$ cat config.mk
export PLATFORM = sky130hd
export DESIGN_NAME = dpll_trim_controller
export DESIGN_NICKNAME = d
export VERILOG_FILES = /design/src/rtl/dpll_ctrl_pkg.sv /design/src/rtl/dpll_osc_sync.sv /design/src/rtl/dpll_trim_controller.sv
export SDC_FILE = /design/constraint.sdc
export NUM_CORES = 1
export LEC_CHECK = 0
export ABC_CLOCK_PERIOD_IN_PS = 3500
export CAP_MARGIN = 5
export CORE_AREA = 2 2 70 72
export DETAILED_ROUTE_END_ITERATION = 10
export DIE_AREA = 0 0 72 74
export GPL_ROUTABILITY_DRIVEN = 0
export PLACE_DENSITY = 0.86
export SLEW_MARGIN = 30
export SYNTH_ARGS = -nofsm -noshare
export SYNTH_HDL_FRONTEND = slang
export SYNTH_SLANG_ARGS = --single-unit
$ cat constraint.sdc
create_clock -name clock -period 3.5 [get_ports clock]
set_input_delay 0.7 -clock clock [delete_from_list [all_inputs] [get_ports clock]]
set_output_delay 0.7 -clock clock [all_outputs]
set_load 0.05 [all_outputs]
$ cat src/rtl/dpll_ctrl_pkg.sv
// Shared constants and helpers for the DPLL trim controller.
// Holds the parameter defaults, the period-counter width derivation and the
// thermometer encoder used to drive the ring-oscillator trim word.
package dpll_ctrl_pkg;

    localparam int TRIM_W_DEF    = 26;
    localparam int DIV_W_DEF     = 5;
    localparam int TRIM_INIT_DEF = 13;
    localparam int TOL_DEF       = 0;
    localparam int LOCK_CNT_DEF  = 4;

    // Widest trim word the encoder can produce; callers truncate to their width.
    localparam int THERM_MAX = 64;

    // Period counter is two bits wider than the division ratio so that a
    // period of up to ~4x the target can still be told apart from saturation.
    function automatic int cnt_width(input int div_w);
        return div_w + 2;
    endfunction

    // Thermometer code: bit i is set iff i < level.
    function automatic logic [THERM_MAX-1:0] therm_encode(input int level);
        logic [THERM_MAX-1:0] code;
        code = '0;
        for (int i = 0; i < THERM_MAX; i++) begin
            code[i] = (i < level);
        end
        return code;
    endfunction

endpackage

$ cat src/rtl/dpll_osc_sync.sv
// Brings the asynchronous reference oscillator into the DCO clock domain.
// Two synchronizer flops, an edge-history flop and a registered rising-edge
// strobe: the strobe is high for one cycle, three clocks after an osc rise.
module dpll_osc_sync (
    input  logic clock,
    input  logic reset,
    input  logic osc,
    output logic strobe
);

    logic sync1_q, sync1_d;
    logic sync2_q, sync2_d;
    logic prev_q, prev_d;
    logic strobe_q, strobe_d;

    // Shift osc through the synchronizer and flag a low-to-high transition.
    always_comb begin
        sync1_d  = osc;
        sync2_d  = sync1_q;
        prev_d   = sync2_q;
        strobe_d = sync2_q & ~prev_q;
    end

    // State registers; reset clears the whole chain so no stale edge survives.
    always_ff @(posedge clock) begin
        if (reset) begin
            sync1_q  <= 1'b0;
            sync2_q  <= 1'b0;
            prev_q   <= 1'b0;
            strobe_q <= 1'b0;
        end else begin
            sync1_q  <= sync1_d;
            sync2_q  <= sync2_d;
            prev_q   <= prev_d;
            strobe_q <= strobe_d;
        end
    end

    assign strobe = strobe_q;

endmodule

$ cat src/rtl/dpll_trim_controller.sv
// DPLL trim controller: measures the reference-oscillator period in DCO
// clock cycles and nudges a thermometer-coded trim word one step per
// reference period until the period matches div (within +/-TOL).
// Open-loop mode (dco=1) passes ext_trim through and freezes the loop.
// Optional feature macro: DPLL_LOCK_DETECT_EN adds the lock counter/flag;
// without it lock is tied low.
module dpll_trim_controller
    import dpll_ctrl_pkg::*;
#(
    parameter int TRIM_W    = TRIM_W_DEF,
    parameter int DIV_W     = DIV_W_DEF,
    parameter int TRIM_INIT = TRIM_INIT_DEF,
    parameter int TOL       = TOL_DEF,
    parameter int LOCK_CNT  = LOCK_CNT_DEF
) (
    input  logic              clock,
    input  logic              reset,
    input  logic              osc,
    input  logic [DIV_W-1:0]  div,
    input  logic              dco,
    input  logic [TRIM_W-1:0] ext_trim,
    output logic [TRIM_W-1:0] trim,
    output logic              lock
);

    localparam int CNT_W  = cnt_width(DIV_W);
    localparam int TVAL_W = $clog2(TRIM_W + 1);

    localparam logic [CNT_W-1:0]  CNT_MAX    = '1;
    localparam logic [CNT_W-1:0]  TOL_C      = CNT_W'(TOL);
    localparam logic [TVAL_W-1:0] TVAL_MAX   = TVAL_W'(TRIM_W);
    localparam logic [TVAL_W-1:0] TVAL_INIT  = TVAL_W'(TRIM_INIT);
    localparam logic [TRIM_W-1:0] TRIM_RESET = TRIM_W'(therm_encode(TRIM_INIT));

    // An out-of-range configuration stops elaboration instead of misbehaving.
    if (TRIM_INIT < 0 || TRIM_INIT > TRIM_W || TRIM_W > THERM_MAX || LOCK_CNT < 1) begin : g_param_check
        $error("dpll_trim_controller: illegal parameter combination");
    end

    logic              strobe;
    logic              valid;
    logic              too_slow;
    logic              too_fast;
    logic [CNT_W-1:0]  div_ext;
    logic [CNT_W-1:0]  win_lo;
    logic [CNT_W-1:0]  win_hi;

    logic [CNT_W-1:0]  cnt_q, cnt_d;
    logic              first_q, first_d;
    logic [TVAL_W-1:0] tval_q, tval_d;
    logic [TRIM_W-1:0] trim_q, trim_d;

    dpll_osc_sync u_osc_sync (
        .clock  (clock),
        .reset  (reset),
        .osc    (osc),
        .strobe (strobe)
    );

    // Classify the measured period (cnt_q in the strobe cycle) against the window.
    always_comb begin
        div_ext  = CNT_W'(div);
        win_hi   = div_ext + TOL_C;
        win_lo   = (div_ext > TOL_C) ? (div_ext - TOL_C) : '0;
        valid    = strobe & ~dco & ~first_q;
        too_slow = (cnt_q > win_hi);
        too_fast = (cnt_q < win_lo);
    end

    // Period counter, discard flag, trim value and the registered trim word.
    always_comb begin
        cnt_d   = cnt_q;
        first_d = first_q;
        tval_d  = tval_q;

        if (strobe) begin
            cnt_d = CNT_W'(1);
        end else if (cnt_q != CNT_MAX) begin
            cnt_d = cnt_q + CNT_W'(1);
        end

        // The first strobe after reset or after open-loop spans an unknown
        // interval, so it only re-arms the measurement.
        if (dco) begin
            first_d = 1'b1;
        end else if (strobe) begin
            first_d = 1'b0;
        end

        // A slow period means the DCO runs fast: add delay, and vice versa.
        if (valid && (div != '0)) begin
            if (too_slow && (tval_q < TVAL_MAX)) begin
                tval_d = tval_q + TVAL_W'(1);
            end else if (too_fast && (tval_q != '0)) begin
                tval_d = tval_q - TVAL_W'(1);
            end
        end

        trim_d = dco ? ext_trim : TRIM_W'(therm_encode(int'(tval_d)));
    end

    // Loop state registers.
    always_ff @(posedge clock) begin
        if (reset) begin
            cnt_q   <= '0;
            first_q <= 1'b1;
            tval_q  <= TVAL_INIT;
            trim_q  <= TRIM_RESET;
        end else begin
            cnt_q   <= cnt_d;
            first_q <= first_d;
            tval_q  <= tval_d;
            trim_q  <= trim_d;
        end
    end

    assign trim = trim_q;

`ifdef DPLL_LOCK_DETECT_EN
    localparam int LCNT_W = $clog2(LOCK_CNT + 1);
    localparam logic [LCNT_W-1:0] LCNT_MAX = LCNT_W'(LOCK_CNT);

    logic              in_window;
    logic [LCNT_W-1:0] lock_cnt_q, lock_cnt_d;
    logic              lock_q, lock_d;

    // Count consecutive in-window periods; any disturbance restarts the count.
    always_comb begin
        in_window  = ~too_slow & ~too_fast;
        lock_cnt_d = lock_cnt_q;
        if (dco || (div == '0)) begin
            lock_cnt_d = '0;
        end else if (valid) begin
            if (!in_window) begin
                lock_cnt_d = '0;
            end else if (lock_cnt_q != LCNT_MAX) begin
                lock_cnt_d = lock_cnt_q + LCNT_W'(1);
            end
        end
        lock_d = (lock_cnt_d == LCNT_MAX);
    end

    // Lock counter and registered lock flag.
    always_ff @(posedge clock) begin
        if (reset) begin
            lock_cnt_q <= '0;
            lock_q     <= 1'b0;
        end else begin
            lock_cnt_q <= lock_cnt_d;
            lock_q     <= lock_d;
        end
    end

    assign lock = lock_q;
`else
    assign lock = 1'b0;
`endif

endmodule
# --- Word-level counts from Yosys, hierarchy flattened ---
# Cells that the tools add are included.
totals:
  wordCells: 64
  input_bits: 35
  n_memories: 0
  reg_bits: 43
  latch_bits: 0
  mem_bits_rw: 0
  mem_bits_ro: 0
op_classes:
  reduce_logical: 8
  add_sub_neg: 3
  n_mul: 0
  div_mod_pow: 0
  n_shift: 0
  n_bitwise: 6
  muxes: 7
  order_cmp: 30
  n_eq_ne: 1
op_table:
  columns: ["op", "count"]
  rows:
  - ["< comparator 5 bit (first input constant)", 10]
  - ["< comparator 4 x 5 -> 1 bit (first input constant)", 8]
  - ["2-to-1 mux 26 bit", 1]
  - ["< comparator 3 x 5 -> 1 bit (first input constant)", 4]
  - ["2-to-1 mux 5 bit", 4]
  - ["< comparator 1 x 5 -> 1 bit (first input constant)", 2]
  - ["< comparator 2 x 5 -> 1 bit (first input constant)", 2]
  - ["nonzero test 5 bit", 2]
  - ["adder 7 x 1 -> 7 bit (second input constant)", 1]
  - ["> comparator 7 x 5 -> 1 bit", 1]
  - ["< comparator 7 x 5 -> 1 bit", 1]
  - ["inequality test 7 bit (second input constant)", 1]
  - ["adder 5 x 1 -> 5 bit (second input constant)", 1]
  - ["> comparator 5 x 1 -> 1 bit (second input constant)", 1]
  - ["< comparator 5 bit (second input constant)", 1]
  - ["subtractor 5 x 1 -> 5 bit (second input constant)", 1]
  - ["OR reduction 2 bit", 2]
  - ["bitwise AND 1 bit", 3]
  - ["logical AND 1 bit", 3]
  - ["inverter 1 bit", 3]
  - ["2-to-1 mux 1 bit", 2]
  - ["nonzero test 2 bit", 1]

# --- Logic depth before layout (Yosys ltp) ---
depth:
  ltp_word: 9
  mapped_depth: 11
  mapped_depth_nobuf: 10

# --- By module ---
# A second synthesis with hierarchy kept.
unflattened:
  cells_unflattened: 225
  area_unflattened_um2: 2149.6
modules_own_cells:
  columns: ["mod", "cells_each", "area_per_inst_um2", "seq_area_each_um2", "n_inst"]
  rows:
  - ["dpll_trim_controller", 217, 2038.2, 780.7, 1]
  - ["dpll_osc_sync", 8, 111.4, 80.1, 1]

# --- Least setup slack after synthesis ---
# No wires, ideal clock.
synth_timing:
  path_kind: "input-to-reg"
  from: "in div[3]"
  to: "reg trim_q[8], in the netlist trim[8]"
  setup_ns: 0.125
  path_slack_ns: 0.539
  required_ns: 3.375
  arrival_time_ns: 2.836
  n_path_buf: 0
  path_stages: 10
  path_cell_list: "inv_1 -> ha_1 -> and4bb_1 -> a41o_1 -> a2111oi_2 -> a41oi_2 -> xnor2_2 -> and3_1 -> a211oi_2 -> a2111o_1"
synth_between:
  elab_chain_len: 9
  word_cells_on_any_way: 13
synth_rtl:
  columns: ["element", "line", "rtl"]
  rows:
  - ["start: declaration", "dpll_trim_controller.sv:19", "input logic [DIV_W-1:0] div,"]
  - ["> comparator 5 x 1 -> 1 bit", "dpll_trim_controller.sv:64", "win_lo = (div_ext > TOL_C) ? (div_ext - TOL_C) : '0;"]
  - ["2-to-1 mux 5 bit", "dpll_trim_controller.sv:64", null]
  - ["< comparator 7 x 5 -> 1 bit", "dpll_trim_controller.sv:67", "too_fast = (cnt_q < win_lo);"]
  - ["logical AND 1 bit", "dpll_trim_controller.sv:94", "end else if (too_fast && (tval_q != '0)) begin"]
  - ["2-to-1 mux 5 bit", "dpll_trim_controller.sv:94", null]
  - ["2-to-1 mux 5 bit", "dpll_trim_controller.sv:92", "if (too_slow && (tval_q < TVAL_MAX)) begin"]
  - ["2-to-1 mux 5 bit *", "dpll_trim_controller.sv:91", "if (valid && (div != '0)) begin"]
  - ["< comparator 4 x 5 -> 1 bit *", "dpll_ctrl_pkg.sv:26", "code[i] = (i < level);"]
  - ["2-to-1 mux 26 bit *", "dpll_trim_controller.sv:99", "trim_d = dco ? ext_trim : TRIM_W'(therm_encode(int'(tval_d)));"]
  - ["end signal: assignment", "dpll_trim_controller.sv:113", "trim_q <= trim_d;"]
  - ["end: declaration", "dpll_trim_controller.sv:51", "logic [TRIM_W-1:0] trim_q, trim_d;"]
# Mark *: on every way between the ends. The rest lies on a longest branch, timed or not.
# A chain may end at the register's enable or synchronous reset.

# --- Final worst setup path ---
layout_timing:
  from: "in div[2]"
  to: "reg trim_q[16], in the netlist trim[16]"
layout_between:
  elab_chain_len: 9
  word_cells_on_any_way: 13
layout_rtl:
  columns: ["element", "line"]
  rows:
  - ["> comparator 5 x 1 -> 1 bit", "dpll_trim_controller.sv:64"]
  - ["2-to-1 mux 5 bit", "dpll_trim_controller.sv:64"]
  - ["< comparator 7 x 5 -> 1 bit", "dpll_trim_controller.sv:67"]
  - ["logical AND 1 bit", "dpll_trim_controller.sv:94"]
  - ["2-to-1 mux 5 bit", "dpll_trim_controller.sv:94"]
  - ["2-to-1 mux 5 bit", "dpll_trim_controller.sv:92"]
  - ["2-to-1 mux 5 bit *", "dpll_trim_controller.sv:91"]
  - ["< comparator 5 bit *", "dpll_ctrl_pkg.sv:26"]
  - ["2-to-1 mux 26 bit *", "dpll_trim_controller.sv:99"]
# Marks and branches as above.

==> impl_metrics.tcl <==
set metrics [dict create \
    antenna_found_initial 0 \
    cts.path.max_buffers 2 \
    post_drt_via_cell_ratio 5.35 \
    peakVddDrop_mv 0.283 \
    route.detailed.drc 0 \
    postSynthAreaPerCell_um2 9.84 \
    netlist_area_um2 2080 \
    synth_area_leaders "dfxtp_1 41%, ha_1 6.6%, o22a_1 3.4%" \
    period_share_pct 91.9 \
    h-tree-depth 2 \
    fillers 369 \
    synth_seq_cells 43 \
    start_kind "input port" \
    dp_slack_ns -0.0251 \
    worstPathMaxFanout 8 \
    tightest_slew_ns 0.733 \
    io_buffers 60 \
    wl_um 4890 \
    die_area_um2 5330 \
    fin_area_um2 2900 \
    hp-class "reg2reg" \
    worstSetupPathType "in2reg" \
    finalPower_mw 1.07 \
    ys_types 59 \
    drt_iter0_markers 112 \
    start_util_pct 45.2 \
    cts_buffers 5 \
    wl_per_cell_um 14.6 \
    ant_nets 0 \
    diodes 0 \
    crit_path_end_kind "register" \
    yosysMostFrequentCell "dfxtp_1" \
    synth_nets 257 \
    status "finished, final reports clean" \
    grt_max_degree 17 \
    nets 326 \
    hold_buffers 0 \
    drive_above_1_share_pct 14.2 \
    setup_tns_ns 0 \
    drv_slew 0 \
    dp_hpwl_um 3850 \
    ctsResizeCount 0 \
    seq_area_um2 861 \
    yosysTopAreaCell "dfxtp_1" \
    rsz0062_at_grt "false" \
    dr_total_vias 1791 \
    io_pins 62 \
    min_period_ns 3.22 \
    p_leak_nw 1.19 \
    clkTransAtPathRegs_ns 0.09 \
    grt-ovfl-total 0 \
    skew_ns 0.0105 \
    ys.flop_type "dfxtp_1" \
    placed_cell_area_um2 2790 \
    die_x_um 72 \
    yosysWarnings 0 \
    ys_seq_area_share_pct 41.4 \
    synthCells 211 \
    die_h_um 74 \
    grt_pass1_wl_um 8090 \
    synth_top_area_share_pct 41.4 \
    synthTopCellsByCount "43 x dfxtp_1, 14 x nor2_1, 13 x inv_1" \
    arrival_ns 3.40 \
    powerDensity_nw_per_um2 370 \
    max_freq_mhz 311 \
    syn_to_final_growth_pct 39.5 \
    cts_tree "built" \
    cts_root_buf "clkbuf_8" \
    postCtsSetupBuffers 0 \
    worstSkewPairLatency_ns 0.29 \
    multiInputGateArea_um2 1130 \
    grt_usage_pct 19.7 \
    coreArea_um2 4600 \
    setup_slack_ns 0.284 \
    r2r_slack_ns 0.78 \
    first_global_vias 1732 \
    firstDrtPassIters 4 \
    finalHoldViolCount 0 \
    postSynth.asyncResetShare_pct 0 \
    cts.sinks 43 \
    relSlewSlack_pct 50.7 \
    drv_cap 0 \
    row_count 25 \
    setup_viol 0 \
    synth-edff-count 0 \
    required_ns 3.69 \
]
cells by family after synthesis:
| group | synth area share, % |
|---|---|
| and+or+nand+nor | 18.7 |
| AOI/OAI and AO/OA | 25.2 |
| DFF | 41.4 |
| buffers and inverters | 4.04 |
| adders and majority gates | 6.63 |
| xor gates and xnor gates | 3.80 |
| other | 0.181 |
stage by stage:
| stage | utilization, % | hold slack, ns | std cells |
|---|---|---|---|
| 6_report | 63.0 | 0.388 | 335 |
| 5_1_grt | 63.0 | 0.409 | 335 |
| 4_1_cts | 63.0 | 0.391 | 335 |
| 3_5_place_dp | 60.6 | 0.380 | 327 |
| 3_3_place_gp | 60.6 | 0.372 | 327 |
| 2_1_floorplan | - | 0.367 | 211 |
final timing paths:
path	start	to	cells after the start
setup reg to reg	cnt_q[3]$_SDFFE_PP0P_	trim[16]$_SDFF_PP0_	9
hold / removal	u_osc_sync.prev_q$_SDFF_PP0_	u_osc_sync.strobe$_SDFF_PP0_	1
setup / recovery	div[2]	trim[16]$_SDFF_PP0_	11
hold reg to reg	u_osc_sync.prev_q$_SDFF_PP0_	u_osc_sync.strobe$_SDFF_PP0_	1
sequential cells by signal (all words and copies together), names as in the netlist:
name,count
u_osc_sync.prev_q,1
u_osc_sync.strobe,1
u_osc_sync.prev_d,1
cnt_q,7
trim,26
first_q,1
u_osc_sync.sync1_q,1
tval_q,5
power by group:
group          leakage, nW  switching (mW)  total, mW  internal [mW]
sequential           0.352         0.00800      0.514          0.506
clock               0.0581           0.168      0.380          0.212
combinational        0.780          0.0948      0.178         0.0831
final cells by class:
class                           count  share of cell area [%]
Multi-Input combinational cell    147                    39.1
Sequential cell                    43                    29.7
Timing Repair Buffer               70                    23.3
Clock buffer                        5                    2.37
Tap cell                           54                    2.33
Inverter                           13                    1.68
Clock inverter                      3                    1.51
routing by layer:
layer | vias up | part of all wire [%] | wire [um] | track usage, %
li1 | 905 | - | - | -
met1 | 831 | 45 | 2220 | 26.1
met2 | 49 | 48 | 2350 | 30.7
met3 | 6 | 4.9 | 238 | 5.15
met4 | 0 | 1.8 | 86 | 8.60
met5 | - | 0 | 0 | 0
critical path: stages:
cell and delay (ns):
clkdlybuf4s50_1 0.49, inv_1 0.05, ha_1 0.28, and4bb_1 0.21
a41o_1 0.28, a2111oi_2 0.40, a41oi_2 0.11, xnor2_2 0.20
buf_4 0.18, nand3_1 0.16, a221o_1 0.35
layout by cell type (no fill, tap or decap), drive strengths merged, types with 2 or more instances in the layout:
master and instances:
nor3 5, a221o 6, xnor2 4, nor2 15, o21ai 8, a21oi 9, a22o 3, o21a 3
o221a 2, clkdlybuf4s50 60, clkinv 2, nand2b 6, nand3 6, nor2b 9, or3 4, xor2 2
inv 13, o22a 8, a21o 5, nand2 13, nand4 3, ha 11, a211oi 2, a41oi 2
buf 10, or2 2, clkbuf 5, dfxtp 43
(Power assumes the default switching activity.)
